$ cat src/rtl/sensor_sync_ctrl.sv
// sensor_sync_ctrl: measures vsync0/vsync1 frame-start skew and pulses err_ch0/err_ch1 to pull the sensors into alignment.
// Define SENSOR_SYNC_STATS_EN to add the corr_count output (saturating count of corrections started).
module sensor_sync_ctrl #(
  parameter int CNT_W         = 20,
  parameter int TOL           = 4,
  parameter int GAIN_SHIFT    = 4,
  parameter int HOLD_MAX      = 65535,
  parameter int SETTLE_FRAMES = 2,
  parameter int LOCK_FRAMES   = 4,
  parameter int TIMEOUT       = 1000000
) (
  input  logic             clk,
  input  logic             reset_n,
  input  logic             enable,
  input  logic             vsync0,
  input  logic             vsync1,
  output logic             err_ch0,
  output logic             err_ch1,
  output logic             locked,
  output logic [CNT_W-1:0] offset,
  output logic             ch1_lags,
  output logic             offset_valid,
  output logic             timeout
`ifdef SENSOR_SYNC_STATS_EN
  ,
  output logic [15:0]      corr_count
`endif
);

  localparam int HOLD_W   = 16;
  localparam int PROD_W   = CNT_W + GAIN_SHIFT;
  localparam int LOCK_W   = $clog2(LOCK_FRAMES + 1);
  localparam int SETTLE_W = $clog2(SETTLE_FRAMES + 1);

  localparam logic [CNT_W-1:0]    TIMEOUT_LAST = CNT_W'(TIMEOUT - 1);
  localparam logic [CNT_W-1:0]    TOL_C        = CNT_W'(TOL);
  localparam logic [PROD_W-1:0]   HOLD_LIMIT   = PROD_W'(HOLD_MAX);
  localparam logic [LOCK_W-1:0]   LOCK_FULL    = LOCK_W'(LOCK_FRAMES);
  localparam logic [SETTLE_W-1:0] SETTLE_LAST  = SETTLE_W'(SETTLE_FRAMES - 1);

  typedef enum logic [2:0] {
    IDLE,
    WAIT_FIRST,
    MEASURE,
    CORRECT,
    SETTLE
  } state_t;

  logic [1:0] vsync_in;
  logic [1:0] rise;
  genvar gi;

  assign vsync_in = {vsync1, vsync0};

  // Identical sync + edge pipeline on both channels keeps the measured skew exact.
  generate
    for (gi = 0; gi < 2; gi++) begin : g_edge
      logic meta_reg;
      logic sync_reg;
      logic prev_reg;
      logic rise_reg;

      always_ff @(posedge clk or negedge reset_n) begin
        if (!reset_n) begin
          meta_reg <= 1'b0;
          sync_reg <= 1'b0;
          prev_reg <= 1'b0;
          rise_reg <= 1'b0;
        end else begin
          meta_reg <= vsync_in[gi];
          sync_reg <= meta_reg;
          prev_reg <= sync_reg;
          rise_reg <= sync_reg & ~prev_reg;
        end
      end

      assign rise[gi] = rise_reg;
    end
  endgenerate

  state_t              state_reg;
  logic                first_ch1_reg;
  logic [CNT_W-1:0]    skew_reg;
  logic [HOLD_W-1:0]   hold_reg;
  logic [LOCK_W-1:0]   lock_cnt_reg;
  logic [SETTLE_W-1:0] settle_cnt_reg;

  logic                meas_hit;
  logic [CNT_W-1:0]    meas_value;
  logic                ch1_lags_next;
  logic                in_tol;
  logic [PROD_W-1:0]   hold_wide;
  logic [HOLD_W-1:0]   hold_next;
  logic [LOCK_W-1:0]   lock_cnt_next;

  always_comb begin
    meas_hit      = 1'b0;
    meas_value    = '0;
    ch1_lags_next = 1'b0;
    if (state_reg == WAIT_FIRST && rise[0] && rise[1]) begin
      meas_hit = 1'b1;
    end else if (state_reg == MEASURE && (first_ch1_reg ? rise[0] : rise[1])) begin
      meas_hit      = 1'b1;
      meas_value    = skew_reg;
      ch1_lags_next = ~first_ch1_reg;
    end
  end

  assign in_tol        = (meas_value <= TOL_C);
  assign hold_wide     = PROD_W'(meas_value) << GAIN_SHIFT;
  assign hold_next     = (hold_wide > HOLD_LIMIT) ? HOLD_W'(HOLD_MAX) : HOLD_W'(hold_wide);
  assign lock_cnt_next = (lock_cnt_reg == LOCK_FULL) ? LOCK_FULL : lock_cnt_reg + 1'b1;

  always_ff @(posedge clk or negedge reset_n) begin
    if (!reset_n) begin
      state_reg      <= IDLE;
      first_ch1_reg  <= 1'b0;
      skew_reg       <= '0;
      hold_reg       <= '0;
      lock_cnt_reg   <= '0;
      settle_cnt_reg <= '0;
      err_ch0        <= 1'b0;
      err_ch1        <= 1'b0;
      locked         <= 1'b0;
      offset         <= '0;
      ch1_lags       <= 1'b0;
      offset_valid   <= 1'b0;
      timeout        <= 1'b0;
    end else begin
      offset_valid <= 1'b0;
      timeout      <= 1'b0;
      if (!enable) begin
        state_reg    <= IDLE;
        err_ch0      <= 1'b0;
        err_ch1      <= 1'b0;
        locked       <= 1'b0;
        lock_cnt_reg <= '0;
      end else begin
        case (state_reg)
          IDLE: begin
            err_ch0      <= 1'b0;
            err_ch1      <= 1'b0;
            locked       <= 1'b0;
            lock_cnt_reg <= '0;
            state_reg    <= WAIT_FIRST;
          end
          WAIT_FIRST: begin
            if (rise[0] != rise[1]) begin
              first_ch1_reg <= rise[1];
              skew_reg      <= CNT_W'(1);
              state_reg     <= MEASURE;
            end
          end
          MEASURE: begin
            if (!meas_hit) begin
              // Fires on the cycle the counter would reach TIMEOUT.
              if (skew_reg >= TIMEOUT_LAST) begin
                timeout      <= 1'b1;
                locked       <= 1'b0;
                lock_cnt_reg <= '0;
                state_reg    <= WAIT_FIRST;
              end else if (skew_reg != '1) begin
                skew_reg <= skew_reg + 1'b1;
              end
            end
          end
          CORRECT: begin
            if (hold_reg <= HOLD_W'(1)) begin
              err_ch0        <= 1'b0;
              err_ch1        <= 1'b0;
              settle_cnt_reg <= '0;
              state_reg      <= SETTLE;
            end else begin
              hold_reg <= hold_reg - 1'b1;
            end
          end
          SETTLE: begin
            if (rise[0]) begin
              if (settle_cnt_reg >= SETTLE_LAST) begin
                state_reg <= WAIT_FIRST;
              end else begin
                settle_cnt_reg <= settle_cnt_reg + 1'b1;
              end
            end
          end
          default: state_reg <= IDLE;
        endcase

        if (meas_hit) begin
          offset       <= meas_value;
          ch1_lags     <= ch1_lags_next;
          offset_valid <= 1'b1;
          if (in_tol) begin
            lock_cnt_reg <= lock_cnt_next;
            locked       <= (lock_cnt_next == LOCK_FULL);
            state_reg    <= WAIT_FIRST;
          end else begin
            lock_cnt_reg <= '0;
            locked       <= 1'b0;
            hold_reg     <= hold_next;
            err_ch1      <= ch1_lags_next;
            err_ch0      <= ~ch1_lags_next;
            state_reg    <= CORRECT;
          end
        end
      end
    end
  end

`ifdef SENSOR_SYNC_STATS_EN
  logic        corr_start;
  logic [15:0] corr_count_reg;

  assign corr_start = meas_hit && !in_tol;

  always_ff @(posedge clk or negedge reset_n) begin
    if (!reset_n) begin
      corr_count_reg <= '0;
    end else if (!enable) begin
      corr_count_reg <= '0;
    end else if (corr_start && corr_count_reg != 16'hFFFF) begin
      corr_count_reg <= corr_count_reg + 1'b1;
    end
  end

  assign corr_count = corr_count_reg;
`endif

endmodule

$ cat config.mk
export PLATFORM = sky130hd
export DESIGN_NAME = sensor_sync_ctrl
export DESIGN_NICKNAME = d
export VERILOG_FILES = /design/src/rtl/sensor_sync_ctrl.sv
export SDC_FILE = /design/constraint.sdc
export NUM_CORES = 1
export LEC_CHECK = 0
export CORE_MARGIN = 1
export CORE_UTILIZATION = 52
export CTS_CLUSTER_SIZE = 24
export DETAILED_ROUTE_END_ITERATION = 10
export GPL_TIMING_DRIVEN = 1
export PLACE_DENSITY = 0.83
export SYNTH_ARGS = -nofsm -noshare
export SYNTH_HDL_FRONTEND = slang
export SYNTH_SLANG_ARGS = --single-unit
$ cat constraint.sdc
create_clock -name clk -period 2.75 [get_ports clk]
set_input_delay 0.4125 -clock clk [delete_from_list [all_inputs] [get_ports clk]]
set_output_delay 0.4125 -clock clk [all_outputs]
set_load 0.05 [all_outputs]
---- Yosys cells after proc, flatten, opt, wreduce, memory -nomap -nowiden ----
Index checks and enable logic that the tools add are counted.
word-level totals
  flip-flop bits (word level) ............. 79
  logic and storage cells ................. 126
cells by class
  add/sub/neg operators ................... 4
  $lt $le $gt $ge ......................... 5
  equality and inequality tests ........... 21
  multiplexer cells ....................... 57
  bitwise logic cells ..................... 6
  reductions and logical operators ........ 12
operators by type and width
  kind                   number
  $mux 20                6
  $mux 16                5
  $pmux 20 s2            1
  $mux 3                 12
  $gt 24x16->1 const B   1
  $mux 1                 23
  $add 20x1->20 const B  1
  $ge 20x20->1 const B   1
  $le 20x3->1 const B    1
  $ne 20x20->1 const B   1
  $le 16x1->1 const B    1
  $sub 16x1->16 const B  1
  $pmux 3 s5             1
  $ne 4x4->1 const B     3
  $ne 2x2->1 const B     5
  $reduce_and 5->1       2
  $eq 3x3->1 const B     3
  $mux 2                 4
  $ne 4x3->1 const B     2
  $eq 3x2->1 const B     2
  $pmux 1 s2             3
  $pmux 3 s2             1
  $reduce_and 6->1       1
  $ne 2x1->1 const B     2
  other kinds (14)       22

---- Logic depth before layout (Yosys ltp) ----
Gate-level depths: netlist of the first run.
  word-level depth ........................ 8
  depth in mapped cells ................... 9

---- Worst setup path after synthesis of the first run ----
OpenSTA, ideal clock, no wires.
  path kind ............................... reg2reg
  start ................................... register skew_reg[7]
  end ..................................... register hold_reg[5]
  arrival time ............................ 2.173 ns
  path slack .............................. 0.455 ns
  stages on the path, launching flop included .. 7
  period minus slack after synthesis ...... 2.295 ns
  path through ............................ dfrtp_1 -> or4_4 -> or4b_4 -> o21ai_4 -> buf_6 -> o31ai_1 -> a32o_1
on the way
  cells in the longest elaborated chain, start to end .. 6
  elaborated cells on any way between the ends .. 7
  those cells by class .................... order compare (2); mux (5)
RTL lines
  element                   RTL line  text
  start: declaration        83        logic [CNT_W-1:0] skew_reg;
  start signal: assignment  163       skew_reg <= skew_reg + 1'b1;
  $mux 20 (*)               102       end else if (state_reg == MEASURE && (first_ch1_reg ? rise[0] : rise[1])) begin
  $mux 20 (*)               100       if (state_reg == WAIT_FIRST && rise[0] && rise[1]) begin
  $gt 24x16->1              111       assign hold_next = (hold_wide > HOLD_LIMIT) ? HOLD_W'(HOLD_MAX) : HOLD_W'(hold_wide);
  $mux 16                   111
  $mux 16 (*)               193       if (in_tol) begin
  $mux 16 (*)               189       if (meas_hit) begin
  end signal: assignment    174       hold_reg <= hold_reg - 1'b1;
  end signal: assignment    200       hold_reg <= hold_next;
  end: declaration          84        logic [HOLD_W-1:0] hold_reg;
Every way passes the cells marked *; elsewhere a longest branch is shown, timed or not.
A chain may end at the register's enable or synchronous reset.

---- Worst setup path after layout of the first run ----
  start ................................... register skew_reg[7]
  end ..................................... register hold_reg[7]
Same word-level chain as after synthesis.

==> results of run 1 <==
## synthesized netlist by cell type (all sizes together), types with 2 or more instances
| cell | instances | area share (%) |
|---|---|---|
| nand4 | 6 | 0.90 |
| nand2 | 43 | 3.8 |
| a31oi | 4 | 0.60 |
| mux2i | 6 | 1.4 |
| inv | 18 | 1.6 |
| or4 | 4 | 0.81 |
| or4b | 2 | 0.57 |
| nand3 | 9 | 1.1 |
| dfrtp | 79 | 47 |
| a21oi | 21 | 2.7 |
| clkbuf | 16 | 1.4 |
| buf | 9 | 1.5 |
| and2 | 2 | 0.30 |
| a22o | 21 | 4.4 |
| xnor2 | 16 | 3.3 |
| and3 | 4 | 0.60 |
| a21o | 3 | 0.57 |
| o2bb2ai | 2 | 0.42 |
| mux2 | 2 | 0.54 |
| nand3b | 2 | 0.36 |
| or3 | 4 | 0.60 |
| o32ai | 2 | 0.42 |
| a32o | 3 | 0.72 |
| nor3 | 24 | 2.9 |
| a211oi | 2 | 0.36 |
| o21ai | 33 | 4.2 |
| nor4 | 13 | 2.9 |
| ha | 6 | 1.8 |
| o41ai | 5 | 1.0 |
| nor2 | 28 | 2.6 |
| or3b | 2 | 0.42 |
| and4 | 5 | 1.1 |
| nor3b | 4 | 0.72 |
| o31ai | 7 | 1.3 |
| or2 | 2 | 0.36 |
| nor2b | 3 | 0.45 |
| o22ai | 3 | 0.45 |
| o2111ai | 2 | 0.42 |
| o21a | 2 | 0.54 |
## per-layer routing
metal,vias to the layer above,track usage (%),share of wire [%]
met2,161,38.5,47
li1,1656,-,-
met5,-,0,0
met1,1780,33.8,44
met4,0,16.1,4.1
met3,38,4.23,5.6
## cells by family after synthesis
group | after synthesis
buffers and inverters | 44
adders and majority gates | 6
DFF | 79
xor gates and xnor gates | 17
muxes | 8
AOI/OAI and AO/OA | 117
and+or+nand+nor | 161
## power by group through the flow
stage          sequential, uW  clock (uW)  combinational [uW]
2_1_floorplan            1640           0                 700
3_3_place_gp             1580           0                1060
3_5_place_dp             1590           0                1100
4_1_cts                  1570         801                1110
5_1_grt                  1610         847                1210
6_report                 1580         786                1110
## stage by stage
stage                     utilization, %  cell area [sq um]  setup slack (ps)
after global placement              59.4               4610               318
after detailed placement            59.4               4610               248
final                               61.6               4790               200
after floorplan                        -               4190               455
after CTS                           61.6               4790               222
after global routing                61.6               4790              77.2
## layout make-up
| type | instances | area [sq um] |
|---|---|---|
| flip-flops and latches | 79 | 1980 |
| clock inverters | 6 | 45.0 |
| well taps | 102 | 128 |
| clock buffers | 10 | 128 |
| multi-input cells | 309 | 2030 |
| inverters | 19 | 71.3 |
| fillers | 659 | 2980 |
| repair buffers | 45 | 410 |
## worst register-to-register path, stage by stage, from the launching register on
cell and delay [ps]:
dfrtp_1 470, or4_4 570, or4b_4 570, o21ai_4 390, o21ai_0 200, a21oi_1 150
o31ai_1 90
## how the worst max path moves through the flow
stage	startpoint	to	slack, ps
floorplan	skew_reg[7]	hold_reg[5]	460
global placement	skew_reg[7]	hold_reg[5]	320
detailed placement	skew_reg[7]	hold_reg[7]	250
CTS	skew_reg[7]	hold_reg[7]	220
global route	skew_reg[7]	hold_reg[7]	80
finish	skew_reg[7]	hold_reg[7]	200
==> summary.md, run 1 <==
| Metric | Value |
|---|---|
| Fmax achieved | 392 MHz |
| WP buf/inv | 0 |
| Number of synthesized register bits | 79 |
| First-pass GRT wire length | 16500 um |
| Complex-gate fraction of the synthesized area | 19.8% |
| I/O pin count | 31 |
| HPWL after DPL | 6880 um |
| Share of cells above drive strength 1 | 11.3% |
| CP required | 2990 ps |
| PwrDens | 726 nW/um^2 |
| Syn. warnings | 0 |
| Port Buffer Count | 30 |
| Sw frac | 39.3% |
| Worst setup EP type | flop |
| GP Congestion | 0.980 |
| Placed Cells incl. Taps | 554 |
| Reg2reg end | hold_reg[7] |
| Setup TNS | 0 ps |
| CTS Hold Bufs | 0 |
| Final min period | 2550 ps |
| VDD IR max | 0.388 mV |
| Post-Syn Area | 4190 sq um |
| Finished Layout Cells | 570 |
| Number of nets in the layout | 474 |
| Seq pwr share | 45.4% |
| Area Growth Syn to Fin | 14.2% |
| CTS tree | built |
| Reg2reg start | skew_reg[7] |
| Routed vias | 3635 |
| Mux contribution to synthesized area | 1.97% |
| Iter 0 DRT Violations | 354 |
| Stages on the worst setup path | 6 |
| Max incr delay on CP | 570 ps |
| Setup-failing EPs final | 0 |
| GRT Overall Usage | 25.3% |
| Flop-to-flop setup slack | 200 ps |
| Clk_skew | 9.33 ps |
| R2R cell count | 6 |
| Max Transition Viols Final | 0 |
| Initial core utilization | 54.0% |
| Top delay family on crit path | simple AND/OR/NAND/NOR gates |
| Max_cap viols | 0 |
| Pwr Total | 3480 uW |
| ANT nets after route | 0 |
| Max FO, Critical Path | 17 |
| Sink Count | 79 |
| Row count | 32 |
| Cell count after synthesis | 432 |
| Avg Cell Area, Syn | 9.71 sq um |
| Net switching power | 1370 uW |
| Later-pin clock latency in the skew report | 370 ps |
| Leakage | 0.00195 uW |
| Vias in the first global route | 3443 |
| PostCTS Resize Cnt | 0 |
| Worst path cell trace | or4_4 > or4b_4 > o21ai_4 > o21ai_0 > a21oi_1 > o31ai_1 |
| Status | complete, no violations |
| Num CTS Buffers | 9 |
| Core Box Area | 7770 sq um |
| Wirelength per Cell | 17.3 um |
| Worst hold slack | 214 ps |
| Clk buf depth | 2 |
| Worst path slowest cell | or4_4 |
| Die Y | 91.8 um |
| Ys async rst share | 100% |
| Vias per inst | 6.38 |
| RSZ-0062 raised after global routing | no |
| Largest net degree at the start of global routing | 80 |
| Comb pwr share | 32.0% |
| Clock share of power | 22.6% |
| EDFF count, synth | 0 |
| Largest family of logic cells by synthesized area | simple AND/OR/NAND/NOR gates |
| H-tree levels | 3 |
| Die area | 8430 sq um |
| Sequential area share after synthesis | 47.2% |
| Post-Synth Simple-Gate Area | 21.2% |
| Final Hold Vio Count | 0 |
| CP Launch Type | flop |
| Crit path arrival time | 2790 ps |
| Antenna violations before repair | 0 |
| Global route overflow | 0 |
| Slew margin rel. | 34.2% |
| Kind of critical path | reg -> reg |
| Drt total wl | 9870 um |
| Adder-cell share of the synthesized area | 1.79% |
| Detailed Routing Iterations Pass 1 | 4 |
| DRC viols | 0 |
| Post-Synth XOR/XNOR Area | 3.55% |
| Die X | 91.8 um |
| Final worst-path cycle share | 92.7% |
| Clock slew seen by the registers of the worst setup and hold paths | 90 ps |
| Hold Path Class | in -> async |
| Ys flop type | dfrtp_1 |
| Mapped Nets | 443 |
| P_int | 2110 uW |
| Most frequent cells in the layout | 79 x dfrtp_1, 43 x nand2_1, 31 x o21ai_0, 29 x clkdlybuf4s50_1, 27 x nor2_1 |
| Commonest non-fill, non-tap cell in the layout | dfrtp_1 |
| CTS root buf | clkbuf_8 |
| Inserted Diodes | 0 |
| Least-Margin Pin Slew | 987 ps |
| Post-CTS Setup Bufs | 0 |
| Yosys cell types | 66 |
Power figures use the tool's default switching activity.
==> run 2, diff against run 1 <==
- ABC_AREA: unset -> 1
- PLACE_DENSITY: 0.83 -> 0.82
==> run 2 against run 1 <==
  * The run now ends with design-rule violations left
  * Worst hold slack worse by 18 ps
  * Flip-flop and latch count stayed put
  * Die area is 15% higher
==> summary.md, run 2 <==
| Metric | Value |
|---|---|
| Status | finished, violations left |
| Failing checks | design-rule violations |
| GP Congestion | 0.972 |
| Clk_skew | 6.74 ps |
| Post-Syn Area | 4850 sq um |
| PwrDens | 848 nW/um^2 |
| RSZ-0062 raised after global routing | no |
| Reg2reg start | state_reg[0] |
| Share of cells above drive strength 1 | 7.15% |
| Yosys top cell area share | 40.8% |
| Port Buffer Count | 30 |
| Sequential area share after synthesis | 40.8% |
| Antenna violations before repair | 0 |
| Setup TNS | 0 ps |
| Most frequent cells in the layout | 244 x nand2_1, 103 x nor2_1, 79 x dfrtp_1, 62 x nand3_1, 56 x inv_1 |
| CTS Hold Bufs | 0 |
| Post-CTS Setup Bufs | 0 |
| PostCTS Resize Cnt | 0 |
| Core Box Area | 8890 sq um |
| DRC viols | 1 |
| Met3 wire len | 792 um |
| Initial core utilization | 54.5% |
| H-tree levels | 3 |
| R2R cell count | 9 |
| Placement Setup Slack | 468 ps |
| VDD IR max | 0.659 mV |
| CTS root buf | clkbuf_8 |
| Crit path arrival time | 2610 ps |
| Vias in the first global route | 4277 |
| GRT Overall Usage | 26.9% |
| Number of synthesized register bits | 79 |
| Seq pwr share | 37.9% |
| Max Transition Viols Final | 0 |
| Routed length on met2 | 5890 um |
| CP required | 3040 ps |
| CP Launch Type | flop |
| Commonest non-fill, non-tap cell in the layout | nand2_1 |
| Detailed Routing Iterations Pass 1 | 8 |
| Worst setup EP type | flop |
| Leakage | 0.00262 uW |
| Drt total wl | 12300 um |
| Final min period | 2320 ps |
| Row count | 34 |
| Synth area leader | dfrtp_1 |
| Setup-failing EPs final | 0 |
| Kind of critical path | reg -> reg |
| Leading cell types by count after synthesis | 244 x nand2_1, 103 x nor2_1, 79 x dfrtp_1 |
| Fillcell total | 818 |
| Number of nets in the layout | 733 |
| Count leader, synth | nand2_1 |
| Avg Cell Area, Syn | 6.94 sq um |
| Num CTS Buffers | 9 |
| Routed vias | 4583 |
| Final Hold Vio Count | 0 |
| Critical path origin | state_reg[0] |
| Final worst-path cycle share | 84.3% |
| Max FO, Critical Path | 18 |
| Die X | 98.5 um |
| I/O pin count | 31 |
| Clk buf depth | 2 |
| Fmax achieved | 431 MHz |
| Final worst slack | 431 ps |
| Iter 0 DRT Violations | 280 |
| P_int | 2490 uW |
| Clock share of power | 19.5% |
| Sw frac | 45.5% |
| Ys async rst share | 100% |
| Max_cap viols | 0 |
| HPWL after DPL | 8850 um |
| Metal-1 WL | 5320 um |
| Ys flop type | dfrtp_1 |
| Hold Path Class | in -> async |
| Largest net degree at the start of global routing | 80 |
| Wirelength per Cell | 14.7 um |
| EDFF count, synth | 0 |
| ANT nets after route | 0 |
| Die area | 9710 sq um |
| Net switching power | 2080 uW |
| Global route overflow | 0 |
| Ranking of synthesized cells by area | dfrtp_1 41%, nand2_1 19%, nor2_1 8.0%, nand3_1 6.4%, inv_1 4.3% |
| Slew margin rel. | 34.4% |
| Die Y | 98.5 um |
| Top sig layer | met4 |
| Area Growth Syn to Fin | 11.2% |
| Least-Margin Pin Slew | 984 ps |
| Yosys cell types | 33 |
| Mapped Nets | 709 |
| Inserted Diodes | 0 |
| Later-pin clock latency in the skew report | 360 ps |
| Clock slew seen by the registers of the worst setup and hold paths | 80 ps |
| Syn. warnings | 0 |
| Comb pwr share | 42.6% |
| First-pass GRT wire length | 20700 um |
| CTS tree | built |
| Cell count after synthesis | 698 |
| Vias per inst | 5.49 |
| Sink Count | 79 |
[run 2: cell types whose count changed in the layout (fill, tap and decap cells not counted), sizes merged, moves of 6 or more]
cell and change:
buf -11, xor2 +14, nor3 -11, a22o -21, nor2 +81, nand3 +55, mux2i -6, inv +41
nor4 -13, nand2 +209, xnor2 -14, a21oi -9, o21ai +8
[run 2: worst paths after layout]
kind                                 endpoint  slack [ps]
max                           lock_cnt_reg[1]         430
min                           lock_cnt_reg[2]         200
max reg2reg                   lock_cnt_reg[1]         430
min reg2reg                g_edge[0].sync_reg         350
max in group asynchronous         hold_reg[7]        1900
min in group clk           g_edge[0].sync_reg         350
[run 2: layout make-up]
class	instances	area (sq um)	area share, %
Multi-Input combinational cell	536	2500	46.4
Sequential cell	79	1980	36.7
Timing Repair Buffer	34	328	6.08
Inverter	62	238	4.41
Clock buffer	10	138	2.55
Tap cell	108	135	2.51
Clock inverter	6	70.1	1.30
[run 2: worst max-delay path: stages (launching register included)]
cell	delay, ps
dfrtp_1	450
inv_2	90
nand2_2	60
nor2_4	350
nand2_4	230
nand2_1	200
nand2_1	350
inv_1	270
nand3_1	110
o21ai_1	130
[run 2: power groups by stage]
| stage | logic [uW] | registers, uW | clock network (uW) |
|---|---|---|---|
| after floorplan | 1160 | 2000 | 0 |
| after global placement | 1910 | 1730 | 0 |
| after detailed placement | 1940 | 1740 | 0 |
| after CTS | 1950 | 1720 | 917 |
| after global routing | 2190 | 1770 | 967 |
| final | 1950 | 1730 | 890 |
[run 2: cell families (layout without fill, tap and decap cells)]
logic type      count (synthesis)  after routing  share of synthesized area [%]
simple gates                  451            451                           39.5
buf+inv                        83            112                           7.56
flops                          79             79                           40.8
compound gates                 62             62                           7.57
xor+xnor                       17             17                           3.07
fa+ha+maj                       6              6                           1.55
[run 2: metrics by stage]
stage	instance area, sq um	util [%]	power, uW	instances	hold WS (ps)
2_1_floorplan	4850	-	3150	698	117
3_3_place_gp	5180	58.3	3650	819	332
3_5_place_dp	5180	58.3	3680	819	337
4_1_cts	5390	60.6	4590	835	236
5_1_grt	5390	60.6	4920	835	283
6_report	5390	60.6	4570	835	195
[run 2: per-layer routing]
layer,global-route usage [%],up-vias
met3,5.53,28
li1,-,2253
met5,0,-
met2,43.6,169
met1,36.3,2133
met4,8.61,0
